### config.mk
export PLATFORM = sky130hd
export DESIGN_NAME = multicycle_control
export DESIGN_NICKNAME = d
export VERILOG_FILES = /design/src/rtl/multicycle_control.sv
export SDC_FILE = /design/constraint.sdc
export NUM_CORES = 1
export LEC_CHECK = 0
export BUFFER_PORTS_ARGS = -buffer_cell sky130_fd_sc_hd__buf_4
export CAP_MARGIN = 30
export CORE_UTILIZATION = 50
export DETAILED_ROUTE_END_ITERATION = 10
export PLACE_DENSITY = 0.79
export SYNTH_ARGS = -nofsm -noshare
export SYNTH_HDL_FRONTEND = slang
export SYNTH_SLANG_ARGS = --single-unit
### constraint.sdc
create_clock -name clk -period 3.1 [get_ports clk]
set_clock_uncertainty 0.2 [all_clocks]
set_input_delay 0.31 -clock clk [delete_from_list [all_inputs] [get_ports clk]]
set_output_delay 0.31 -clock clk [all_outputs]
set_load 0.1 [all_outputs]
### src/rtl/multicycle_control.sv
// Multi-cycle instruction sequencer: walks each instruction through FETCH, DECODE,
// EXEC, MEM and WB, driving the datapath control bundle, bus timeouts and traps.
module multicycle_control #(
    parameter int EXT_OPS = 1,
    parameter int TIMEOUT = 16,
    parameter int CNT_W   = 32
) (
    input  logic             clk,
    input  logic             rst_n,
    input  logic [31:0]      instr,
    input  logic             mem_ready,
    input  logic             trap_clear,
    output logic [2:0]       imm_sel,
    output logic             op1sel,
    output logic             op2sel,
    output logic [3:0]       read_write,
    output logic [2:0]       branch_jump,
    output logic             reg_write_en,
    output logic             ir_load,
    output logic             pc_write,
    output logic             trap,
    output logic [1:0]       trap_cause,
    output logic [2:0]       state_o,
    output logic [CNT_W-1:0] retired
);

    localparam int TW = $clog2(TIMEOUT + 2);

    localparam logic [6:0] OP_R      = 7'b0110011;
    localparam logic [6:0] OP_LOAD   = 7'b0000011;
    localparam logic [6:0] OP_IMM    = 7'b0010011;
    localparam logic [6:0] OP_STORE  = 7'b0100011;
    localparam logic [6:0] OP_BRANCH = 7'b1100011;
    localparam logic [6:0] OP_JAL    = 7'b1101111;
    localparam logic [6:0] OP_LUI    = 7'b0110111;
    localparam logic [6:0] OP_AUIPC  = 7'b0010111;
    localparam logic [6:0] OP_JALR   = 7'b1100111;

    typedef enum logic [2:0] {
        S_FETCH  = 3'd0,
        S_DECODE = 3'd1,
        S_EXEC   = 3'd2,
        S_MEM    = 3'd3,
        S_WB     = 3'd4,
        S_TRAP   = 3'd5
    } state_t;

    state_t          state, state_nx;
    logic [6:0]      opcode;
    logic [TW-1:0]   tcnt;
    logic [1:0]      cause_nx;
    logic            retire;
    logic            legal;
    logic            waiting;
    logic            timed_out;

    always_comb begin
        legal = 1'b0;
        case (opcode)
            OP_R, OP_LOAD, OP_IMM, OP_STORE, OP_BRANCH, OP_JAL: legal = 1'b1;
            OP_LUI, OP_AUIPC, OP_JALR:                          legal = (EXT_OPS != 0);
            default:                                            legal = 1'b0;
        endcase
    end

    // The timeout fires on the TIMEOUT-th consecutive waiting cycle, counted inclusively.
    assign waiting   = ((state == S_FETCH) || (state == S_MEM)) && !mem_ready;
    assign timed_out = (TIMEOUT != 0) && waiting && (tcnt == TW'(TIMEOUT - 1));

    always_comb begin
        state_nx = state;
        cause_nx = trap_cause;
        retire   = 1'b0;
        case (state)
            S_FETCH: begin
                if (mem_ready) begin
                    state_nx = S_DECODE;
                end else if (timed_out) begin
                    state_nx = S_TRAP;
                    cause_nx = 2'b10;
                end
            end
            S_DECODE: begin
                if (legal) begin
                    state_nx = S_EXEC;
                end else begin
                    state_nx = S_TRAP;
                    cause_nx = 2'b01;
                end
            end
            S_EXEC: begin
                if ((opcode == OP_LOAD) || (opcode == OP_STORE)) begin
                    state_nx = S_MEM;
                end else if (opcode == OP_BRANCH) begin
                    state_nx = S_FETCH;
                    retire   = 1'b1;
                end else begin
                    state_nx = S_WB;
                end
            end
            S_MEM: begin
                if (mem_ready) begin
                    if (opcode == OP_STORE) begin
                        state_nx = S_FETCH;
                        retire   = 1'b1;
                    end else begin
                        state_nx = S_WB;
                    end
                end else if (timed_out) begin
                    state_nx = S_TRAP;
                    cause_nx = 2'b10;
                end
            end
            S_WB: begin
                state_nx = S_FETCH;
                retire   = 1'b1;
            end
            S_TRAP: begin
                if (trap_clear) begin
                    state_nx = S_FETCH;
                    cause_nx = 2'b00;
                end
            end
            default: state_nx = S_FETCH;
        endcase
    end

    always_ff @(posedge clk or negedge rst_n) begin
        if (!rst_n) begin
            state      <= S_FETCH;
            opcode     <= 7'd0;
            tcnt       <= '0;
            trap_cause <= 2'b00;
            retired    <= '0;
        end else begin
            state      <= state_nx;
            trap_cause <= cause_nx;
            if ((state == S_FETCH) && mem_ready) begin
                opcode <= instr[6:0];
            end
            if (state_nx != state) begin
                tcnt <= '0;
            end else if (waiting) begin
                tcnt <= tcnt + TW'(1);
            end
            if (retire) begin
                retired <= retired + CNT_W'(1);
            end
        end
    end

    always_comb begin
        imm_sel      = 3'b000;
        op1sel       = 1'b0;
        op2sel       = 1'b0;
        read_write   = 4'b0000;
        branch_jump  = 3'b000;
        reg_write_en = 1'b0;
        ir_load      = 1'b0;
        pc_write     = 1'b0;
        trap         = 1'b0;
        case (state)
            S_FETCH: begin
                read_write = 4'b0100;
                ir_load    = mem_ready;
            end
            S_EXEC: begin
                case (opcode)
                    OP_IMM, OP_LOAD: op2sel = 1'b1;
                    OP_STORE: begin
                        imm_sel = 3'b001;
                        op2sel  = 1'b1;
                    end
                    OP_BRANCH: begin
                        imm_sel     = 3'b010;
                        branch_jump = 3'b001;
                        pc_write    = 1'b1;
                    end
                    OP_JAL: begin
                        imm_sel     = 3'b011;
                        branch_jump = 3'b010;
                    end
                    OP_JALR: begin
                        op2sel      = 1'b1;
                        branch_jump = 3'b011;
                    end
                    OP_LUI: begin
                        imm_sel = 3'b100;
                        op2sel  = 1'b1;
                    end
                    OP_AUIPC: begin
                        imm_sel = 3'b100;
                        op1sel  = 1'b1;
                        op2sel  = 1'b1;
                    end
                    default: ;
                endcase
            end
            S_MEM: begin
                op2sel = 1'b1;
                // Store PC update is qualified by mem_ready so it pulses once per instruction.
                if (opcode == OP_STORE) begin
                    imm_sel    = 3'b001;
                    read_write = 4'b0010;
                    pc_write   = mem_ready;
                end else begin
                    read_write = 4'b0001;
                end
            end
            S_WB: begin
                reg_write_en = 1'b1;
                pc_write     = 1'b1;
                if (opcode == OP_JAL) begin
                    branch_jump = 3'b010;
                end else if (opcode == OP_JALR) begin
                    branch_jump = 3'b011;
                end
            end
            S_TRAP: trap = 1'b1;
            default: ;
        endcase
    end

    assign state_o = state;

endmodule

==> results.ini <==
[cts]
clk_path_buf_depth = 2
tritoncts = yes
cts_root_buf = clkbuf_8
cts_setup_buffers = 0
htree_num_levels = 2
clk_pin_slew_ns = 0.08
cts_hold_buf = 1
cts_inserted_buffers = 5
clock_sinks = 49
clock_latency_ns = 0.29
cts_resized = 0

[synthesis]
synthArstFlopShare_pct = 100
netlist_area_um2 = 2630
avgSynthCellArea_um2 = 10.1
synth_top_area_share_pct = 46.6
ys_ff_latch = 49
synth.most_common_cell = dfrtp_1
syn_inst = 260
ys_top_cells_by_area = dfrtp_1, xnor2_1, xor2_1
yosysSeqAreaShare_pct = 46.6
yosysWarnings = 0
synth.distinct_cells = 49
synth_edf_count = 0
synth_top_area_cell = dfrtp_1
yosys-top-cells-count = dfrtp_1, xnor2_1, nand2_1, nand3_1, xor2_1
ys_dominant_reg_cell = dfrtp_1

[final_layout]
layout.nets = 362
drive_above_1_share_pct = 29.6
area_delta_synth_final_pct = 26.4
fin_area_um2 = 3330
postLayoutCoreUtil_pct = 65.5
n_antenna_cell = 0

[floorplan]
dieHeight_um = 74.5
ioPinCount = 89
fp-row-count = 26
die_x_um = 74.5
dieArea_um2 = 5560
start_util_pct = 51.8
core_area_um2 = 5070

[global_route]
track_usage_pct = 20.8
grt_max_degree = 50
grt_pass1_wl_mm = 8.79
grt_overflow_total = 0
grt_pass1_vias = 1915
grt_antenna_before_repair = 0

[place]
port-buffer-count = 61
dp_hpwl_mm = 3.93
dpl_cell_area_um2 = 3240
gp_congestion = 0.790

[detailed_routing]
antenna_left = 0
drcViolationCount = 0
route.vias.total = 2139
dr.first_iter.drc_count = 58
viasPerCell = 5.43
drt-total-wl_mm = 5.39
routedWlPerCell_um = 13.7
drtPass1Iterations = 4

[timing]
fmaxAchievable_mhz = 380
report.final.slew_viol_count = 0
maxSlewHeadroom_pct = 60.1
hold_violations = 0
setup_viol = 0
min_period_ns = 2.63
rsz0062_at_grt = no
fin_crit_sh_pct = 84.9
worstMarginPinSlew_ns = 0.598

[worst_setup_path]
crit_chain = or3_1 -> clkinvlp_4 -> and2_1 -> buf_4
cp-start-kind = flip-flop
crit_arrival_ns = 2.12
crit_slowest_cell = dfrtp_4
r2r_slack_ns = 0.54
cp_data_required_time_ns = 2.59
path_delay_family = simple AND/OR/NAND/NOR gates
path_class = flip-flop to primary output
r2r-start = opcode[2]
worst-path-buf-inv = 2
end_kind = primary output
max_stage_delay_ns = 0.55
cp_max_fo = 15
worstSetupStartpoint = state_o[1]

[pwr]
p_leak_nw = 1.47
p_per_area_nw_per_um2 = 905
fin_total_pwr_mw = 3.01
ir_drop_mv = 0.785

[run_status]
status = finished, final reports clean

[min_path]
min_from = instr[4]
min_path_type = input port to flip-flop

[run]
cap_violations = 0

## logic make-up after synthesis
family | share of synthesized area [%]
muxes | 3.38
AOI/OAI and AO/OA | 9.13
adders and majority gates | 1.43
xor gates and xnor gates | 11.6
DFF | 46.6
other | 0.143
buffers and inverters | 3.33
and+or+nand+nor | 24.3
## registers in the layout, indices dropped and copies added (netlist names)
register	cells
opcode	7
retired	32
state_o	3
tcnt	5
trap_cause	2
## final timing paths
path | cells past startpoint | to
min in group asynchronous | 2 | opcode[5]
max in group asynchronous | 2 | state_o[0]
min reg2reg | 1 | retired[26]
min | 3 | opcode[4]
max reg2reg | 5 | tcnt[4]
max | 4 | ir_load
## cell type report
type                            instances  area (um^2)
Sequential cell                        49         1230
Inverter                                9         41.3
Multi-Input combinational cell        191         1380
Clock buffer                            8         80.1
Tap cell                               70         87.6
Timing Repair Buffer                   67          505
Fill cell                             422         1750
## cells in the final DEF (no fill, tap or decap), types with 2 or more instances in the layout
cell type    n
buf_4       66
dfrtp_1     46
xnor2_1     23
nand2_1     22
nand3_1     13
xor2_1      12
nor2_1      11
nand4_1     10
and3_1       9
inv_1        7
nor3_1       7
mux2_2       7
nor2b_1      6
a21oi_1      6
o21ai_0      5
clkbuf_8     5
nand2b_1     4
a211oi_1     4
and4_1       4
nor4_1       4
or3_1        3
or3b_1       3
ha_1         3
clkbuf_1     3
clkinvlp_4   2
and2_1       2
a31oi_1      2
o211ai_1     2
conb_1       2
dfrtp_4      2
## layer usage
layer,routed length [um],vias to the layer above,track usage [%]
li1,-,1052,-
met4,44,0,6.08
met1,2430,1011,27.9
met2,2560,71,34.0
met3,350,5,4.47
met5,0,-,0
## through the flow
stage          cells  worst slack, ns  setup TNS, ns  hold slack [ns]
2_1_floorplan    261           -0.341         -0.677           -0.186
3_5_place_dp     385            0.569              0            0.164
4_1_cts          394            0.462              0           0.0268
3_3_place_gp     385            0.600              0            0.167
6_report         394            0.467              0           0.0384
5_1_grt          394            0.292              0           0.0396
## worst min-delay path: stages
cell and delay, ns:
buf_4 0.08, nand2_1 0.04, o21ai_0 0.07
## power breakdown
part	total, mW	internal [mW]	switching [mW]
Combinational	1.65	0.456	1.19
Clock	0.348	0.160	0.187
Sequential	1.02	0.769	0.248
Total	3.01	1.39	1.63
Power figures use the tool's default switching activity.
